### config.mk
export PLATFORM = sky130hd
export DESIGN_NAME = divider
export DESIGN_NICKNAME = d
export VERILOG_FILES = /design/src/rtl/alu_defs.sv /design/src/rtl/div_step.sv /design/src/rtl/divider.sv
export SDC_FILE = /design/constraint.sdc
export NUM_CORES = 1
export LEC_CHECK = 0
export BUFFER_PORTS_ARGS = -buffer_cell sky130_fd_sc_hd__buf_2
export CAP_MARGIN = 20
export CORE_ASPECT_RATIO = 1.4
export CORE_MARGIN = 2
export CORE_UTILIZATION = 35
export DETAILED_ROUTE_END_ITERATION = 16
export GPL_TIMING_DRIVEN = 0
export MAX_ROUTING_LAYER = met4
export SYNTH_ARGS = -nofsm -noshare
export SYNTH_HDL_FRONTEND = slang
export SYNTH_HIERARCHICAL = 1
export SYNTH_SLANG_ARGS = --single-unit
### constraint.sdc
create_clock -name clk -period 7.62 [get_ports clk]
set_input_delay 1.524 -clock clk [delete_from_list [all_inputs] [get_ports clk]]
set_output_delay 1.524 -clock clk [all_outputs]
set_load 0.005 [all_outputs]
### src/rtl/alu_defs.sv
// Shared definitions for the execute-stage arithmetic units.
// Provides the operand width, the divide operation codes (funct3[1:0]),
// the divider state encoding and small op-decode helpers.
package alu_defs;

  localparam int XLEN = 32;

  typedef enum logic [1:0] {
    DIV  = 2'b00,
    DIVU = 2'b01,
    REM  = 2'b10,
    REMU = 2'b11
  } div_op_e;

  typedef enum logic [1:0] {
    IDLE = 2'b00,
    CALC = 2'b01,
    DONE = 2'b10
  } div_state_e;

  function automatic logic is_signed_op(input div_op_e op);
    return ~op[0];
  endfunction

  function automatic logic is_rem_op(input div_op_e op);
    return op[1];
  endfunction

endpackage

### src/rtl/div_step.sv
// One restoring shift-subtract step of the divider (combinational).
// Ports:
//   rem_in   - current partial remainder (XLEN+1 bits)
//   dvd_msb  - dividend bit shifted into the remainder this step
//   divisor  - divisor magnitude
//   rem_out  - partial remainder after the step
//   q_bit    - quotient bit produced by the step
module div_step #(
  parameter int XLEN = 32
) (
  input  logic [XLEN:0]   rem_in,
  input  logic            dvd_msb,
  input  logic [XLEN-1:0] divisor,
  output logic [XLEN:0]   rem_out,
  output logic            q_bit
);

  logic [XLEN+1:0] shifted;
  logic [XLEN+1:0] trial;

  // One guard bit above the remainder so the borrow lands in the MSB.
  assign shifted = {rem_in, dvd_msb};
  assign trial   = shifted - {2'b00, divisor};
  assign q_bit   = ~trial[XLEN+1];
  assign rem_out = q_bit ? trial[XLEN:0] : shifted[XLEN:0];

endmodule

### src/rtl/divider.sv
// Iterative RV32M divide unit (div, divu, rem, remu), one quotient bit per
// clock using a restoring datapath. Operations are issued over an
// in_valid/in_ready handshake and retired over out_valid/out_ready.
// Ports:
//   clk, rst_n           - clock, synchronous active-low reset
//   in_valid, in_ready   - issue handshake
//   operand_a, operand_b - dividend, divisor
//   div_op               - funct3[1:0]: 00 div, 01 divu, 10 rem, 11 remu
//   out_valid, out_ready - result handshake
//   h                    - quotient or remainder
//
// state | meaning
// IDLE  | waiting for an operation, in_ready high
// CALC  | shifting out one quotient bit per cycle
// DONE  | result held on h, out_valid high
module divider #(
  parameter int XLEN = alu_defs::XLEN
) (
  input  logic            clk,
  input  logic            rst_n,
  input  logic            in_valid,
  output logic            in_ready,
  input  logic [XLEN-1:0] operand_a,
  input  logic [XLEN-1:0] operand_b,
  input  logic [1:0]      div_op,
  output logic            out_valid,
  input  logic            out_ready,
  output logic [XLEN-1:0] h
);

  localparam int CNT_W = $clog2(XLEN);
  localparam logic [CNT_W-1:0] LAST_CNT = CNT_W'(XLEN - 1);
  localparam logic [XLEN-1:0] MIN_NEG = {1'b1, {(XLEN-1){1'b0}}};

  alu_defs::div_state_e state;
  alu_defs::div_op_e    op_q;
  alu_defs::div_op_e    op_in;

  logic [XLEN-1:0]  dvd;
  logic [XLEN-1:0]  dvs;
  logic [XLEN:0]    rem;
  logic [CNT_W-1:0] count;
  logic             neg_q;
  logic             neg_r;

  logic            sgn_in;
  logic [XLEN-1:0] abs_a;
  logic [XLEN-1:0] abs_b;
  logic            div_zero;
  logic            overflow;

  logic [XLEN:0]   rem_nxt;
  logic            q_bit;
  logic [XLEN-1:0] q_raw;
  logic [XLEN-1:0] q_fix;
  logic [XLEN-1:0] r_fix;

  assign op_in    = alu_defs::div_op_e'(div_op);
  assign sgn_in   = alu_defs::is_signed_op(op_in);
  assign abs_a    = (sgn_in && operand_a[XLEN-1]) ? -operand_a : operand_a;
  assign abs_b    = (sgn_in && operand_b[XLEN-1]) ? -operand_b : operand_b;
  assign div_zero = (operand_b == '0);
  assign overflow = sgn_in && (operand_a == MIN_NEG) && (operand_b == '1);

  div_step #(.XLEN(XLEN)) u_step (
    .rem_in  (rem),
    .dvd_msb (dvd[XLEN-1]),
    .divisor (dvs),
    .rem_out (rem_nxt),
    .q_bit   (q_bit)
  );

  // The dividend register doubles as the quotient shift register.
  assign q_raw = {dvd[XLEN-2:0], q_bit};
  assign q_fix = (alu_defs::is_signed_op(op_q) && neg_q) ? -q_raw : q_raw;
  assign r_fix = (alu_defs::is_signed_op(op_q) && neg_r) ? -rem_nxt[XLEN-1:0]
                                                         : rem_nxt[XLEN-1:0];

  assign in_ready  = (state == alu_defs::IDLE);
  assign out_valid = (state == alu_defs::DONE);

  always_ff @(posedge clk) begin
    if (!rst_n) begin
      state <= alu_defs::IDLE;
      op_q  <= alu_defs::DIV;
      dvd   <= '0;
      dvs   <= '0;
      rem   <= '0;
      count <= '0;
      neg_q <= 1'b0;
      neg_r <= 1'b0;
      h     <= '0;
    end else begin
      case (state)
        alu_defs::IDLE: begin
          if (in_valid) begin
            op_q  <= op_in;
            dvd   <= abs_a;
            dvs   <= abs_b;
            neg_q <= operand_a[XLEN-1] ^ operand_b[XLEN-1];
            neg_r <= operand_a[XLEN-1];
            rem   <= '0;
            count <= '0;
            if (div_zero) begin
              h     <= alu_defs::is_rem_op(op_in) ? operand_a : '1;
              state <= alu_defs::DONE;
            end else if (overflow) begin
              h     <= alu_defs::is_rem_op(op_in) ? '0 : MIN_NEG;
              state <= alu_defs::DONE;
            end else begin
              state <= alu_defs::CALC;
            end
          end
        end
        alu_defs::CALC: begin
          rem   <= rem_nxt;
          dvd   <= q_raw;
          count <= count + 1'b1;
          if (count == LAST_CNT) begin
            h     <= alu_defs::is_rem_op(op_q) ? r_fix : q_fix;
            state <= alu_defs::DONE;
          end
        end
        alu_defs::DONE: begin
          if (out_ready) state <= alu_defs::IDLE;
        end
        default: state <= alu_defs::IDLE;
      endcase
    end
  end

endmodule

# After elaboration in Yosys (flattened, before gate mapping)
# Index checks and enable logic that the tools add are counted.
[op_classes]
shifts = 0
n_reduce_logical = 13
magnitude_cmp = 0
n_mul = 0
muxes = 25
addsub = 6
div = 0
n_eq_ne = 9
bitwise = 4
[ops]
columns = ["cell", "count"]
rows = [
  ["two-way mux 32 bit", 12],
  ["negator 32 bit", 4],
  ["case mux 32 bit (2 select lines)", 2],
  ["two-way mux 33 bit", 2],
  ["case mux 33 bit (2 select lines)", 1],
  ["equality test 32 bit, second input constant", 2],
  ["subtractor 34 x 32 -> 34 bit", 1],
  ["zero test 32 bit", 1],
  ["two-way mux 2 bit", 5],
  ["case mux 5 bit (2 select lines)", 1],
  ["logical AND 1 bit", 6],
  ["case mux 2 bit (3 select lines)", 1],
  ["adder 5 x 1 -> 5 bit, second input constant", 1],
  ["equality test 5 bit, second input constant", 1],
  ["two-way mux 5 bit", 1],
  ["inequality test 2 bit, second input constant", 2],
  ["AND reduction 2 bit", 2],
  ["AND reduction 4 bit", 1],
  ["inequality test 3 x 1 -> 1 bit, second input constant", 1],
  ["NOT 1 bit", 3],
  ["AND reduction 3 bit", 1],
  ["equality test 2 x 1 -> 1 bit, second input constant", 1],
  ["equality test 2 bit, second input constant", 1],
  ["zero test 2 bit", 1],
  ["3 further kinds", 3],
]
[totals]
n_memories = 0
mem_bits_ro = 0
latchBits = 0
word_cells = 66
output_inout_bits = 34
reg_bits = 140
ram_bits = 0
in_bits = 70

# Depth between registers and ports, before layout
# Gate-level depths: netlist of the first run.
[depth]
word_depth = 7
mapped_depth = 22
depth_no_buf = 20

# Cells and area by module
# The synthesis of the first run kept the hierarchy.
[by_module_without_submodules]
columns = ["mod", "cells_per_inst", "area_each_um2", "n_inst", "seq_area_each_um2"]
rows = [
  ["divider", 1107, 8454.4, 1, 2802.7],
  ["div_step", 328, 2170.8, 1, 0.0],
]

# Least setup slack after synthesis of the first run
# Ideal clock, no wire load.
[synth_path]
path_kind = "register to register"
from = "reg dvs[8]"
to = "reg h[28]"
path_stages_with_launch = 19
t_arrival_ps = 4741
synth_period_minus_slack_ps = 4866
setup_time_ps = 124
n_path_buf = 1
path_slack_ps = 2754
required_time_ps = 7496
cell_sequence = "dfxtp_1 > inv_1 > ha_1 > and3_1 > or3b_1 > a211oi_2 > o31ai_1 > and3_4 > o31a_4 > xor2_4 > clkbuf_1 > o21ai_0 > or4_1 > or4b_2 > nor4_1 > nor2_1 > xor2_1 > a221oi_1 > a21oi_1"
[synth_between]
elab_chain_len = 7
elab_cells_between_ends = 10
classes_between = "add/sub: 3; mux: 6; bitwise: 1"
[synth_rtl]
columns = ["item", "line", "rtl"]
rows = [
  ["start: declaration", "divider.sv:40", "logic [XLEN-1:0] dvs;"],
  ["start signal: assignment", "divider.sv:99", "dvs <= abs_b;"],
  ["subtractor 34 x 32 -> 34 bit", "div_step.sv:23", "assign trial = shifted - {2'b00, divisor};"],
  ["two-way mux 33 bit", "div_step.sv:25", "assign rem_out = q_bit ? trial[XLEN:0] : shifted[XLEN:0];"],
  ["net rem_nxt[18]", "divider.sv:52", "logic [XLEN:0] rem_nxt;"],
  ["negator 32 bit", "divider.sv:76", "assign r_fix = (alu_defs::is_signed_op(op_q) && neg_r) ? -rem_nxt[XLEN-1:0]"],
  ["two-way mux 32 bit", "divider.sv:76", ""],
  ["two-way mux 32 bit", "divider.sv:120", "h <= alu_defs::is_rem_op(op_q) ? r_fix : q_fix;"],
  ["two-way mux 32 bit", "divider.sv:119", "if (count == LAST_CNT) begin"],
  ["case mux 32 bit (2 select lines)", "divider.sv:94", "case (state)"],
  ["end signal: assignment", "divider.sv:105", "h <= alu_defs::is_rem_op(op_in) ? operand_a : '1;"],
  ["end signal: assignment", "divider.sv:108", "h <= alu_defs::is_rem_op(op_in) ? '0 : MIN_NEG;"],
  ["end signal: assignment", "divider.sv:120", ""],
  ["end: declaration", "divider.sv:28", "output logic [XLEN-1:0] h"],
]
# The timed path passes the listed nets, and every way through them passes these cells. The select of a mux whose other input is x is not followed.
# A chain may end at the register's enable or synchronous reset.

# Final worst setup path of the first run
[layout_path]
from = "reg dvs[14]"
to = "reg h[31]"
# The elaborated chain is that of the path after synthesis.

==> flow_summary.ini, run 1 <==
[power_and_ir_drop]
vdd_drop_max_uv = 439
p_leak_nw = 4.67
powerDensity_mw_per_mm2 = 582

[drt]
vias = 11400
dr.pass1.iters = 6
wl_per_cell_um = 22.3
drtIter0Drc = 947
routed_wl_um = 43500
drcViolationCount = 0
ant_nets = 0
avgViaCountPerCell = 5.85

[synth]
ys_seq_area_share_pct = 26.4
synthTopCellsByArea = dfxtp_1, a21oi_1, xnor2_1
synth_top_cell_area_share_pct = 26.4
avgSynthCellArea_um2 = 7.40
syn_inst = 1435
yosysUniqueCellTypes = 77
synth_common_cells = nand2_1, a21oi_1, dfxtp_1
synthArstFlopShare_pct = 0
synth-seq-cells = 140
yosys_warnings = 6
synth.most_common_cell = nand2_1
synth-edff-count = 0
synth_ff_type = dfxtp_1
syn_nets = 1545
syn-cell-area_mm2 = 0.0106
synth_top_area_cell = dfxtp_1

[hold_path]
whs_endpoint = dvs[0]
worstHoldPathType = flip-flop to flip-flop
hp-start = dvs[0]
min_path_cells = 2

[die]
die_w_um = 151
io_pins = 104
design.die.area_mm2 = 0.0318
start_util_pct = 35.5
die_y_um = 210
fp.coreArea_mm2 = 0.0299
rows = 75

[setup_path]
critPathRequiredTime_ps = 7970
r2r_start = dvs[14]
reg2reg_setup_slack_ps = 1330
r2r_end = h[31]
worstPathArrival_ps = 6640
path_class = flip-flop to flip-flop
worstRegToRegCells = 19
cp_max_fo = 10
crit_path_end_kind = flip-flop
startpoint_type = flip-flop

[clock_network]
cts.sinks = 140
cts-resized-gates = 0
h-tree-depth = 4
cts.clk_slew.worst_paths_ps = 70
clk_latency_ps = 440
clockBufferDepth = 2
cts_setup_buffers = 0
root_buffer = clkbuf_16
cts_buffers = 17
tritoncts = built
cts_hold_buffers = 0

[final_layout]
n_antenna_cell = 0
drive_gt1_share_pct = 11.2
fin_cells = 1954
fillCellCount = 3105
syn2layout_area_growth_pct = 15.1
nets = 1666

[run_status]
outcome = finished clean

[timing]
rsz0062_at_grt = no
setup_violations = 0
worst_slew_margin_rel_pct = 26.4
clock.fmax_ghz = 0.159
hold_violations = 0
setup-tns-final_ps = 0
timing.final.crit_share_pct = 82.5
clock_skew_ps = 11.0
drv_slew = 0
finalCriticalPeriod_ps = 6290
worst_slew_pin_slew_ps = 1100

[placed_design]
gp_congestion = 1.08
portBuffers = 102
hpwl_um = 35000
dp.cells = 1922

[job]
max-cap-violations = 0

[global_route]
first_global_vias = 11100
track_usage_pct = 28.3
grt-ovfl-total = 0
grt_max_degree = 17
antenna_found_initial = 0
grt_pass1_wl_um = 65200
-- how the worst max path moves through the flow --
stage,start,endpoint,slack [ps],depth (start not counted)
finish,dvs[14],h[31],1330,19
global route,dvs[8],h[31],940,19
CTS,dvs[14],h[31],1420,19
detailed placement,dvs[14],h[31],1470,19
global placement,dvs[14],h[31],1450,19
floorplan,dvs[8],h[28],2750,18
-- sequential cells by signal (all words and copies together) (netlist names) --
register and count:
op_q 2, state 2, h 32, dvs 32, neg_q 1, count 5
neg_r 1, rem 33, dvd 32
-- worst max-delay path, stage by stage (launching register included) --
cell	delay (ps)
dfxtp_1	330
inv_1	70
ha_1	410
nand4_1	160
or3b_1	420
a211oi_2	350
o31ai_1	120
and3_4	230
o31a_4	310
xor2_4	320
clkbuf_1	430
o21ai_0	380
nor4_1	730
and2_1	220
clkbuf_1	310
nand4_1	250
o31ai_1	390
xor2_1	160
a221o_1	410
o31ai_1	210
-- per-layer routing --
| metal | up-vias | GRT usage, % | part of all wire [%] |
|---|---|---|---|
| li1 | 5459 | - | - |
| met5 | - | - | 0 |
| met1 | 5433 | 28.8 | 36 |
| met4 | 0 | 18.9 | 8.0 |
| met2 | 383 | 50.0 | 51 |
| met3 | 157 | 3.64 | 4.5 |
-- layout by cell type (no fill, tap or decap), types with 8 or more instances in the layout --
cell	synthesis	layout
a211oi_1	35	35
a21o_1	24	24
a21oi_1	142	142
a22oi_1	30	30
a31oi_1	22	22
buf_2	3	105
clkbuf_1	76	76
clkbuf_16	0	17
dfxtp_1	140	140
ha_1	39	39
inv_1	56	56
nand2_1	147	147
nand2b_1	14	14
nand3_1	47	47
nand4_1	18	18
nor2_1	131	131
nor2b_1	11	11
nor3_1	31	31
nor4_1	12	12
o211ai_1	19	19
o21a_1	8	8
o21ai_0	101	101
o22ai_1	14	14
o31ai_1	25	25
o41ai_1	13	13
or3_1	14	14
or4_1	14	14
xnor2_1	78	78
xor2_1	64	64
-- layout make-up --
| cell class | instances | area (um2) | area share, % |
|---|---|---|---|
| inverter | 58 | 218 | 1.78 |
| sequential | 140 | 2800 | 22.9 |
| tap | 385 | 482 | 3.94 |
| multi-input combinational | 1146 | 7240 | 59.2 |
| clock inverter | 15 | 185 | 1.51 |
| buffer | 91 | 367 | 3.00 |
| clock buffer | 17 | 425 | 3.48 |
| timing repair buffer | 102 | 510 | 4.17 |
-- cell families (layout without fill, tap and decap cells) --
family | after synthesis | count (layout) | synth area share, %
compound gates | 479 | 479 | 29.2
simple gates | 478 | 478 | 21.6
buf+inv | 149 | 283 | 5.50
mux | 6 | 6 | 0.624
xor+xnor | 143 | 143 | 12.0
fa+ha+maj | 40 | 40 | 4.78
flops | 140 | 140 | 26.4
-- through the flow --
stage                     hold WS (ps)  area, um2  setup slack [ps]  total power, mW  util (%)
after global routing               490      12200               943             7.61      40.8
after detailed placement           453      11600              1470             6.08      38.8
after global placement             447      11600              1450             6.07      38.8
final                              463      12200              1330             7.12      40.8
after floorplan                    432      10600              2750             4.76         -
after CTS                          462      12200              1420             7.01      40.8
-- power breakdown --
group          internal (mW)  total [mW]  switching, mW
Combinational           1.85        5.30           3.45
Clock                  0.520       0.886          0.366
Sequential             0.838       0.933         0.0951
Power figures use the tool's default switching activity.
==> run 2: changes to the inputs <==
==> constraint.sdc (replaced) <==
create_clock -name clk -period 6.4 [get_ports clk]
set_input_delay 1.28 -clock clk [delete_from_list [all_inputs] [get_ports clk]]
set_output_delay 1.28 -clock clk [all_outputs]
set_load 0.005 [all_outputs]
==> flow_summary.ini, run 2 (synthesis results as in run 1) <==
[run_status]
outcome = finished clean

[final_layout]
max_flop_register = rem
final_cell_mix = nand2_1, a21oi_1, dfxtp_1, nor2_1, buf_2
fin_cells = 1954
n_antenna_cell = 0
fillCellCount = 3105
syn2layout_area_growth_pct = 15.2
layout_commonest_cell = nand2_1
largest_register_ffs = 33
drive_gt1_share_pct = 11.5
nets = 1666

[timing]
hold_violations = 0
worst_slew_pin_slew_ps = 1020
finalCriticalPeriod_ps = 5940
drv_slew = 0
worst_slew_margin_rel_pct = 31.3
clock.fmax_ghz = 0.168
setup-tns-final_ps = 0
clock_skew_ps = 10.8
layout_setup_ws_ps = 455
timing.final.crit_share_pct = 92.9
rsz0062_at_grt = no
setup_violations = 0
timing.hold.ws_ps = 462

[setup_path]
path_class = flip-flop to flip-flop
worstPathArrival_ps = 6260
critPathRequiredTime_ps = 6710
cp_max_fo = 10
crit_path_end_kind = flip-flop
r2r_start = dvs[14]
startpoint_type = flip-flop
cp-startpoint = dvs[14]

[global_route]
track_usage_pct = 28.3
grt_max_degree = 17
first_global_vias = 11100
antenna_found_initial = 0
grt-ovfl-total = 0
grt_pass1_wl_um = 65200

[clock_network]
cts.sinks = 140
clockBufferDepth = 2
cts_hold_buffers = 0
cts.clk_slew.worst_paths_ps = 70
h-tree-depth = 4
clk_latency_ps = 440
tritoncts = built
cts_buffers = 17
root_buffer = clkbuf_16

[die]
design.die.area_mm2 = 0.0318
die_y_um = 210
io_pins = 104
rows = 75
fp.coreArea_mm2 = 0.0299
start_util_pct = 35.5
die_w_um = 151

[drt]
routed_wl_um = 43600
drtIter0Drc = 933
ant_nets = 0
avgViaCountPerCell = 5.89
vias = 11500
drcViolationCount = 0
dr.pass1.iters = 5
wl_per_cell_um = 22.3

[job]
max-cap-violations = 0

[hold_path]
hp-start = dvs[0]
worstHoldPathType = flip-flop to flip-flop

[power_and_ir_drop]
powerDensity_mw_per_mm2 = 695
power_mw = 8.50
p_leak_nw = 4.68
vdd_drop_max_uv = 523

[placed_design]
portBuffers = 102
gp_congestion = 1.08
dp.cells = 1922
hpwl_um = 35000
pre_cts_ws_ps = 252
==> run 2: cell counts in the layout (fill, tap and decap cells not counted) <==
No cell type changed its count.
==> run 2: what timing repair did <==
item                                   4_1_cts  5_1_grt
endpoints found under the hold margin        0        0
resized for setup                            0        8
buffers inserted                             0        0
setup endpoints to repair                    0        2
==> run 2: worst paths after layout <==
path         slack, ps  cells after the start      to
min reg2reg        460                      2  dvs[0]
min                460                      2  dvs[0]
max reg2reg        460                     18   h[28]
max                460                     18   h[28]
==> run 2: through the flow <==
stage | area, um2 | util (%)
after global placement | 11600 | 38.8
after CTS | 12200 | 40.8
after floorplan | 10600 | -
final | 12200 | 40.9
after detailed placement | 11600 | 38.8
after global routing | 12200 | 40.9
==> run 2: power by group <==
part | internal (mW) | switching, mW
clock | 0.619 | 0.436
combinational | 2.22 | 4.12
sequential | 0.998 | 0.113
total | 3.83 | 4.67
==> run 2: layer usage <==
metal | global-route usage (%) | up-vias | routed length, um
met3 | 3.64 | 153 | 2000
met4 | 18.9 | 0 | 3280
met2 | 50.0 | 419 | 22600
met5 | - | - | 0
met1 | 28.8 | 5483 | 15600
li1 | - | 5461 | -
==> run 2: area by class of cell <==
class | count | area (um2) | area share, %
flip-flops and latches | 140 | 2800 | 22.9
inverters | 58 | 218 | 1.78
well taps | 385 | 482 | 3.94
plain buffers | 91 | 370 | 3.03
clock buffers | 17 | 425 | 3.48
clock inverters | 15 | 185 | 1.51
multi-input cells | 1146 | 7240 | 59.2
repair buffers | 102 | 510 | 4.17
==> run 2: worst max-delay path: stages, from the launching register on <==
cell      delay, ps
dfxtp_1         330
inv_1            70
ha_1            410
nand4_1         160
or3b_1          420
a211oi_2        350
o31ai_1         120
and3_4          230
o31a_4          310
xor2_4          330
clkbuf_2        300
o21ai_0         320
or4_1           630
or4b_2          730
nor4_1          190
nor2_1           80
xor2_1          160
a221oi_1        540
a21oi_1         130
==> run 3: changes to the inputs <==
--- a/config.mk
+++ b/config.mk
@@ -7,7 +7,6 @@
 export LEC_CHECK = 0
 export BUFFER_PORTS_ARGS = -buffer_cell sky130_fd_sc_hd__buf_2
 export CAP_MARGIN = 20
-export CORE_ASPECT_RATIO = 1.4
 export CORE_MARGIN = 2
 export CORE_UTILIZATION = 35
 export DETAILED_ROUTE_END_ITERATION = 16
==> constraint.sdc (replaced) <==
create_clock -name clk -period 6.4 [get_ports clk]
set_input_delay 0.64 -clock clk [delete_from_list [all_inputs] [get_ports clk]]
set_output_delay 0.64 -clock clk [all_outputs]
set_load 0.005 [all_outputs]
==> flow_summary.ini, run 3 (synthesis results as in run 1) <==
[timing]
setup-tns-final_ps = 0
hold_violations = 0
timing.final.crit_share_pct = 94.0
timing.hold.ws_ps = 456
rsz0062_at_grt = no
setup_violations = 0
worst_slew_margin_rel_pct = 26.3
worst_slew_pin_slew_ps = 1090
layout_setup_ws_ps = 382
clock_skew_ps = 17.4
finalCriticalPeriod_ps = 6020
clock.fmax_ghz = 0.166
drv_slew = 0

[setup_path]
worstRegToRegCells = 19
r2r_end = h[28]
crit_cells = 19
reg2reg_setup_slack_ps = 380
cpMaxStageDelayCell = or4b_2
crit_path_end_kind = flip-flop
cp-startpoint = dvs[24]
critPathRequiredTime_ps = 6720
crit_chain = inv_1 > ha_1 > clkbuf_1 > and4_1 > o21ai_0 > a211oi_1 > o31ai_1 > and3_4 > o31a_4 > xor2_4 > clkbuf_1 > o21ai_0 > or4_1 > or4b_2 > nor4_1 > nor2_1 > xor2_1 > a221oi_1 > a21oi_1
r2r_start = dvs[24]
max_stage_delay_ps = 730
critPathBufInv = 3
startpoint_type = flip-flop
worstSetupEndpoint = h[28]
worstPathArrival_ps = 6340
crit_family = simple AND/OR/NAND/NOR gates
cp_max_fo = 10
path_class = flip-flop to flip-flop

[run_status]
outcome = finished clean

[clock_network]
clk_latency_ps = 440
tritoncts = built
cts.sinks = 140
cts_setup_buffers = 0
root_buffer = clkbuf_16
cts.clk_slew.worst_paths_ps = 70
clockBufferDepth = 2
cts_buffers = 17
h-tree-depth = 4

[die]
fp.coreArea_mm2 = 0.0298
die_w_um = 178
start_util_pct = 35.7
io_pins = 104
rows = 63
design.die.area_mm2 = 0.0318
die_y_um = 178

[global_route]
track_usage_pct = 26.5
antenna_found_initial = 0
grt-ovfl-total = 0
grt_max_degree = 17
first_global_vias = 10600
grt_pass1_wl_um = 62500

[drt]
avgViaCountPerCell = 5.89
ant_nets = 0
routed_wl_um = 41300
drtIter0Drc = 1105
dr.pass1.iters = 5
drcViolationCount = 0
wl_per_cell_um = 21.1
vias = 11500

[final_layout]
n_antenna_cell = 0
drive_gt1_share_pct = 11.2
layout_commonest_cell = nand2_1
syn2layout_area_growth_pct = 15.5
design_area_mm2 = 0.0123
nets = 1666
fillCellCount = 3185
max_flop_register = rem
final_cell_mix = nand2_1, a21oi_1, dfxtp_1, nor2_1, buf_2
largest_register_ffs = 33

[placed_design]
pre_cts_ws_ps = 323
hpwl_um = 32400
placed_area_mm2 = 0.0116
gp_congestion = 0.973
portBuffers = 102

[job]
max-cap-violations = 0

[hold_path]
worstHoldPathType = flip-flop to flip-flop
[run 3: final cells by class]
type,count,area (um2),share of cell area (%)
Buffer,91,367,2.99
Clock buffer,19,443,3.61
Clock inverter,12,183,1.49
Inverter,58,218,1.77
Multi-Input combinational cell,1146,7260,59.2
Sequential cell,140,2800,22.8
Tap cell,390,488,3.98
Timing Repair Buffer,102,510,4.16
[run 3: repair_timing]
item                                   in CTS  in global routing
resized for setup                           0                  4
setup endpoints to repair                   0                  4
hold buffers                                0                  0
endpoints found under the hold margin       0                  0
[run 3: tightest hold or removal path: stages, from the launching register on]
cell and delay (ps):
dfxtp_1 310, nand3_1 60, nand2_1 40
[run 3: worst min-delay path by stage]
stage | start | end | slack, ps | cells after the start
2_1_floorplan | dvs[31] | dvs[31] | 430 | 2
3_3_place_gp | h[13] | h[13] | 450 | 2
3_5_place_dp | h[13] | h[13] | 450 | 2
4_1_cts | h[13] | h[13] | 450 | 2
5_1_grt | out_ready | state[1] | 490 | 3
6_report | h[13] | h[13] | 460 | 2
[run 3: routing by layer]
metal | global-route usage [%] | part of all wire (%) | up-vias
met3 | 4.22 | 7.7 | 69
met5 | - | 0 | -
met4 | 7.93 | 2.4 | 0
met1 | 36.7 | 46 | 5506
li1 | - | - | 5452
met2 | 39.7 | 44 | 511
[run 3: metrics by stage]
step / util, % / std cells
final: 41.2 / 1958
after floorplan: - / 1435
after CTS: 41.1 / 1958
after global routing: 41.2 / 1958
after global placement: 39.0 / 1927
after detailed placement: 39.0 / 1927
Power of run 3 is not shown: default switching activity piles up to over one toggle a cycle in this logic, so the estimate is an artifact.
